[config.mk]
export PLATFORM = sky130hd
export DESIGN_NAME = collatz_sweep
export DESIGN_NICKNAME = d
export VERILOG_FILES = /design/src/rtl/collatz_sweep_pkg.sv /design/src/rtl/collatz_sweep_watchdog.sv /design/src/rtl/collatz_sweep.sv
export SDC_FILE = /design/constraint.sdc
export NUM_CORES = 1
export LEC_CHECK = 0
export ABC_AREA = 1
export CAP_MARGIN = 20
export CORE_AREA = 5 5 122 124
export CTS_CLUSTER_SIZE = 14
export DETAILED_ROUTE_END_ITERATION = 8
export DIE_AREA = 0 0 127 129
export GPL_TIMING_DRIVEN = 1
export PLACE_DENSITY = 0.81
export SYNTH_ARGS = -nofsm -noshare
export SYNTH_HDL_FRONTEND = slang
export SYNTH_HIERARCHICAL = 1
export SYNTH_SLANG_ARGS = --single-unit
[constraint.sdc]
create_clock -name clk -period 2.8 [get_ports clk]
set_clock_uncertainty 0.05 [all_clocks]
set_input_delay 0.56 -clock clk [delete_from_list [all_inputs] [get_ports clk]]
set_output_delay 0.56 -clock clk [all_outputs]
set_load 0.01 [all_outputs]
[src/rtl/collatz_sweep_pkg.sv]
// Shared widths, peak record and compare helper for the collatz sweep sequencer.
package collatz_sweep_pkg;

  localparam int INT_W = 27;
  localparam int CNT_W = 16;

  typedef logic [INT_W-1:0] int_t;
  typedef logic [CNT_W-1:0] cnt_t;

  typedef struct packed {
    int_t val;
    int_t arg;
  } peak_t;

  // Strictly greater only, so a tie keeps the earliest argument.
  function automatic logic beats_peak(input int_t cand, input peak_t cur);
    return cand > cur.val;
  endfunction

endpackage

[src/rtl/collatz_sweep_watchdog.sv]
// Per-item WAIT watchdog for collatz_sweep; only built when COLLATZ_SWEEP_TIMEOUT_EN is defined.
`ifdef COLLATZ_SWEEP_TIMEOUT_EN
module collatz_sweep_watchdog #(
  parameter int unsigned CYCLES = 4096
) (
  input  logic clk,
  input  logic rst,
  input  logic clear,
  input  logic enable,
  output logic expired
);

  localparam int W = $clog2(CYCLES + 1);

  logic [W-1:0] cnt;

  always_ff @(posedge clk) begin
    if (rst || clear) begin
      cnt <= '0;
    end else if (enable) begin
      cnt <= cnt + 1'b1;
    end
  end

  // Counter reads k-1 in the k-th WAIT cycle, so this fires on the CYCLES-th one.
  assign expired = enable && (cnt == W'(CYCLES - 1));

endmodule
`endif

[src/rtl/collatz_sweep.sv]
// Range-sweep stimulus sequencer for the collatz core, tracking the peak result and its argument.
// Optional per-item watchdog is enabled by defining COLLATZ_SWEEP_TIMEOUT_EN.
module collatz_sweep
  import collatz_sweep_pkg::*;
#(
  parameter int unsigned TIMEOUT_CYCLES = 4096
) (
  input  logic             clk,
  input  logic             rst,
  input  logic             start,
  input  logic [INT_W-1:0] first,
  input  logic [CNT_W-1:0] count,
  output logic             core_read,
  output logic [INT_W-1:0] core_a,
  input  logic [INT_W-1:0] core_b,
  input  logic             core_write,
  output logic             busy,
  output logic             done,
  output logic [INT_W-1:0] max_val,
  output logic [INT_W-1:0] max_arg,
  output logic [CNT_W-1:0] issued,
  output logic             timed_out
);

  localparam logic [1:0] ST_IDLE  = 2'd0;
  localparam logic [1:0] ST_ISSUE = 2'd1;
  localparam logic [1:0] ST_WAIT  = 2'd2;
  localparam logic [1:0] ST_DONE  = 2'd3;

  logic [1:0] state;
  cnt_t       count_q;
  peak_t      peak;
  cnt_t       issued_inc;

  assign issued_inc = issued + 1'b1;
  assign core_read  = (state == ST_ISSUE);
  assign busy       = (state == ST_ISSUE) || (state == ST_WAIT);
  assign done       = (state == ST_DONE);
  assign max_val    = peak.val;
  assign max_arg    = peak.arg;

`ifdef COLLATZ_SWEEP_TIMEOUT_EN
  logic wd_expired;
  logic timed_out_q;

  collatz_sweep_watchdog #(
    .CYCLES (TIMEOUT_CYCLES)
  ) u_watchdog (
    .clk     (clk),
    .rst     (rst),
    .clear   (state == ST_ISSUE),
    .enable  (state == ST_WAIT),
    .expired (wd_expired)
  );

  assign timed_out = timed_out_q;
`else
  localparam int unsigned unused_timeout_cycles = TIMEOUT_CYCLES;
  assign timed_out = 1'b0;
`endif

  always_ff @(posedge clk) begin
    if (rst) begin
      state   <= ST_IDLE;
      count_q <= '0;
      core_a  <= '0;
      peak    <= '0;
      issued  <= '0;
`ifdef COLLATZ_SWEEP_TIMEOUT_EN
      timed_out_q <= 1'b0;
`endif
    end else begin
      case (state)
        ST_IDLE: begin
          if (start) begin
            count_q <= count;
            core_a  <= first;
            peak    <= '0;
            issued  <= '0;
`ifdef COLLATZ_SWEEP_TIMEOUT_EN
            timed_out_q <= 1'b0;
`endif
            state   <= (count == '0) ? ST_DONE : ST_ISSUE;
          end
        end
        ST_ISSUE: state <= ST_WAIT;
        // A result write takes priority over a watchdog expiry in the same cycle.
        ST_WAIT: begin
          if (core_write) begin
            issued <= issued_inc;
            if (beats_peak(core_b, peak)) begin
              peak <= '{val: core_b, arg: core_a};
            end
            if (issued_inc == count_q) begin
              state <= ST_DONE;
            end else begin
              core_a <= core_a + 1'b1;
              state  <= ST_ISSUE;
            end
          end
`ifdef COLLATZ_SWEEP_TIMEOUT_EN
          else if (wd_expired) begin
            timed_out_q <= 1'b1;
            state       <= ST_DONE;
          end
`endif
        end
        default: state <= ST_IDLE;
      endcase
    end
  end

endmodule

==> impl_metrics.json <==
{
  "hold_violations": 0,
  "grt_max_degree": 48,
  "hold_end": "max_arg[16]",
  "start_kind": "flip-flop",
  "clkTransAtPathRegs_ns": 0.05,
  "synth_warnings": 6,
  "multi_input_area_um2": 3810,
  "rows": 43,
  "antenna_found_initial": 0,
  "worstMarginPinSlew_ns": 0.722,
  "reg2reg_depth": 17,
  "synth_xor_area_share_pct": 2.71,
  "viasPerCell": 5.08,
  "reg2reg_from": "issued[0]",
  "crit_path_frequent_cell": "nand2_1",
  "cpPeakStageDelay_ns": 0.41,
  "path_class": "flip-flop to flip-flop",
  "dr.pass1.iters": 5,
  "clkSinkCount": 115,
  "min_period_ns": 2.53,
  "synth_seq_cells": 115,
  "drv_slew": 0,
  "drive_gt1_share_pct": 5.62,
  "fmax_mhz": 395,
  "post-cts-setup-buffer-count": 0,
  "worstSetupEndpointType": "flip-flop",
  "nNetsFinal": 1323,
  "synth_flop_cell": "dfxtp_1",
  "synth_mux_area_share_pct": 0,
  "rsz0062_at_grt": "no",
  "cp_slowest_cell": "dfxtp_2",
  "setup_viol": 0,
  "layout_common_cells": "341 x nand2_1, 172 x clkdlybuf4s50_1, 137 x nor2_1",
  "tns_ns": 0,
  "htreeDepth": 4,
  "synth_compound_area_share_pct": 11.1,
  "async_reset_ff_share_pct": 0,
  "cp.required_ns": 3.06,
  "routabilityCongestion": 0.879,
  "hpwl_um": 13800,
  "die_w_um": 127,
  "final_area_um2": 9220,
  "syn_inst": 1053,
  "grt_pass1_wl_um": 31500,
  "cp_data_arrival_time_ns": 2.79,
  "synth_area_um2": 6690,
  "root_buffer": "clkbuf_16",
  "run_status": "complete, no violations",
  "r2r_slack_ns": 0.27,
  "period_share_pct": 90.3,
  "relSlewSlack_pct": 51.4,
  "post-route-util_pct": 67.5,
  "die_area_um2": 16400,
  "worstReg2RegEnd": "core_a[4]",
  "fin_ws_ns": 0.270,
  "hold_start": "max_arg[16]",
  "drv_cap": 0,
  "cts_buffers": 17,
  "cp_cell_sequence": "ha_1 -> nand2_2 -> nor2_4 -> nand2_2 -> inv_2 -> nand3_1 -> nand2_1 -> nand2_1 -> nand2_1 -> nand2_1 -> nor2_1 -> nand3_2 -> nand2_2 -> buf_4 -> nand2_1 -> nand2_1 -> nor2_1",
  "coreArea_um2": 13700,
  "synth_edf_count": 0,
  "ys_seq_area_share_pct": 34.4,
  "hp-class": "flip-flop to flip-flop",
  "power-per-cell-area_nw_per_um2": 790,
  "routedWlPerCell_um": 13.6,
  "clk_latency_ns": 0.42,
  "grt-ovfl-total": 0,
  "p_leak_uw": 0.00381,
  "cp_max_fo": 24,
  "drt.antenna.violating_nets": 0,
  "routed_wl_um": 19100,
  "vias": 7147,
  "areaGrowthSynthToFinish_pct": 37.9,
  "io_pins": 175,
  "initialDrtViolationCount": 474,
  "io_buffers": 173,
  "grt_use_total_pct": 23.3,
  "synth_fp_nets": 1160,
  "synth_top_family_by_area": "simple AND/OR/NAND/NOR gates",
  "synthSimpleGateAreaFrac_pct": 36.7,
  "pre_cts_ws_ns": -0.0346,
  "fill_cells": 1220,
  "clock_path_buffers": 2,
  "die_y_um": 129,
  "grt_pass1_vias": 6710,
  "place_area_um2": 8590,
  "start_util_pct": 49.0,
  "holdPathStages": 2,
  "avgSynthCellArea_um2": 6.35,
  "seq_area_um2": 2300,
  "cts_tree": "built",
  "drcViolationCount": 0,
  "synth_cell_type_count": 41,
  "fin_total_pwr_uw": 7280,
  "diodes": 0,
  "synth_fa_ha_area_share_pct": 6.17,
  "final_common_cell": "nand2_1",
  "vdd_drop_max_mv": 0.591
}
[repair_timing]
item | in CTS | in global routing
setup endpoints to repair | 0 | 23
resized for setup | 0 | 1
hold buffers | 0 | 0
[how the worst max path moves through the flow]
stage / from / end / slack [ns] / cells past startpoint
6_report: issued[0] / core_a[4] / 0.27 / 17
3_5_place_dp: core_b[26] / max_val[5] / -0.03 / 14
2_1_floorplan: core_b[26] / max_val[10] / 0.56 / 13
4_1_cts: issued[0] / core_a[9] / 0.18 / 17
3_3_place_gp: core_b[26] / max_val[10] / -0.02 / 14
5_1_grt: issued[1] / core_a[10] / 0.02 / 17
[layer usage]
metal | vias up | track usage [%] | wire length (um)
li1 | 3669 | - | -
met1 | 3232 | 28.6 | 8290
met2 | 218 | 40.2 | 9320
met3 | 28 | 6.14 | 1210
met4 | 0 | 7.26 | 300
met5 | - | 0 | 0
[Yosys cell counts (7+ instances only)]
master	n	area share, %
a21oi_1	93	7.0
buf_1	7	0.39
buf_2	8	0.60
clkbuf_1	26	1.5
dfxtp_1	115	34
ha_1	33	6.2
inv_1	95	5.3
nand2_1	341	19
nand3_1	65	4.9
nand4_1	11	1.0
nor2_1	138	7.7
nor3_1	12	0.90
o21ai_0	33	2.5
xor2_1	14	1.8
[through the flow]
step | hold slack, ns | std cells
2_1_floorplan | 0.394 | 1053
3_3_place_gp | 0.398 | 1377
3_5_place_dp | 0.403 | 1377
4_1_cts | 0.411 | 1408
5_1_grt | 0.424 | 1408
6_report | 0.407 | 1408
[sequential cells by signal (all words and copies together), names as in the netlist]
register and cells:
issued 16, count_q 16, core_a 27, state 2, max_arg 27, max_val 27
[power breakdown]
| part | switching, uW | total (uW) | internal, uW |
|---|---|---|---|
| sequential | 326 | 2270 | 1950 |
| combinational | 1480 | 2700 | 1220 |
| clock | 762 | 2310 | 1550 |
[cell families after synthesis]
logic type                 count (synthesis)
AOI/OAI and AO/OA                        142
xor gates and xnor gates                  19
adders and majority gates                 33
buffers and inverters                    147
DFF                                      115
other                                      1
and+or+nand+nor                          596
[area by class of cell]
class | count | share of cell area [%]
timing repair buffer | 190 | 20.4
clock buffer | 22 | 5.14
tap | 180 | 2.44
multi-input combinational | 791 | 41.3
sequential | 115 | 25.0
clock inverter | 9 | 1.66
inverter | 101 | 4.11
[worst max-delay path, delay by kind of cell, from the launching register on]
kind	cells	cell delay (ns)
and+or+nand+nor	14	1.40
DFF	1	0.41
buffers and inverters	2	0.36
adders and majority gates	1	0.20
(Power assumes the default switching activity.)
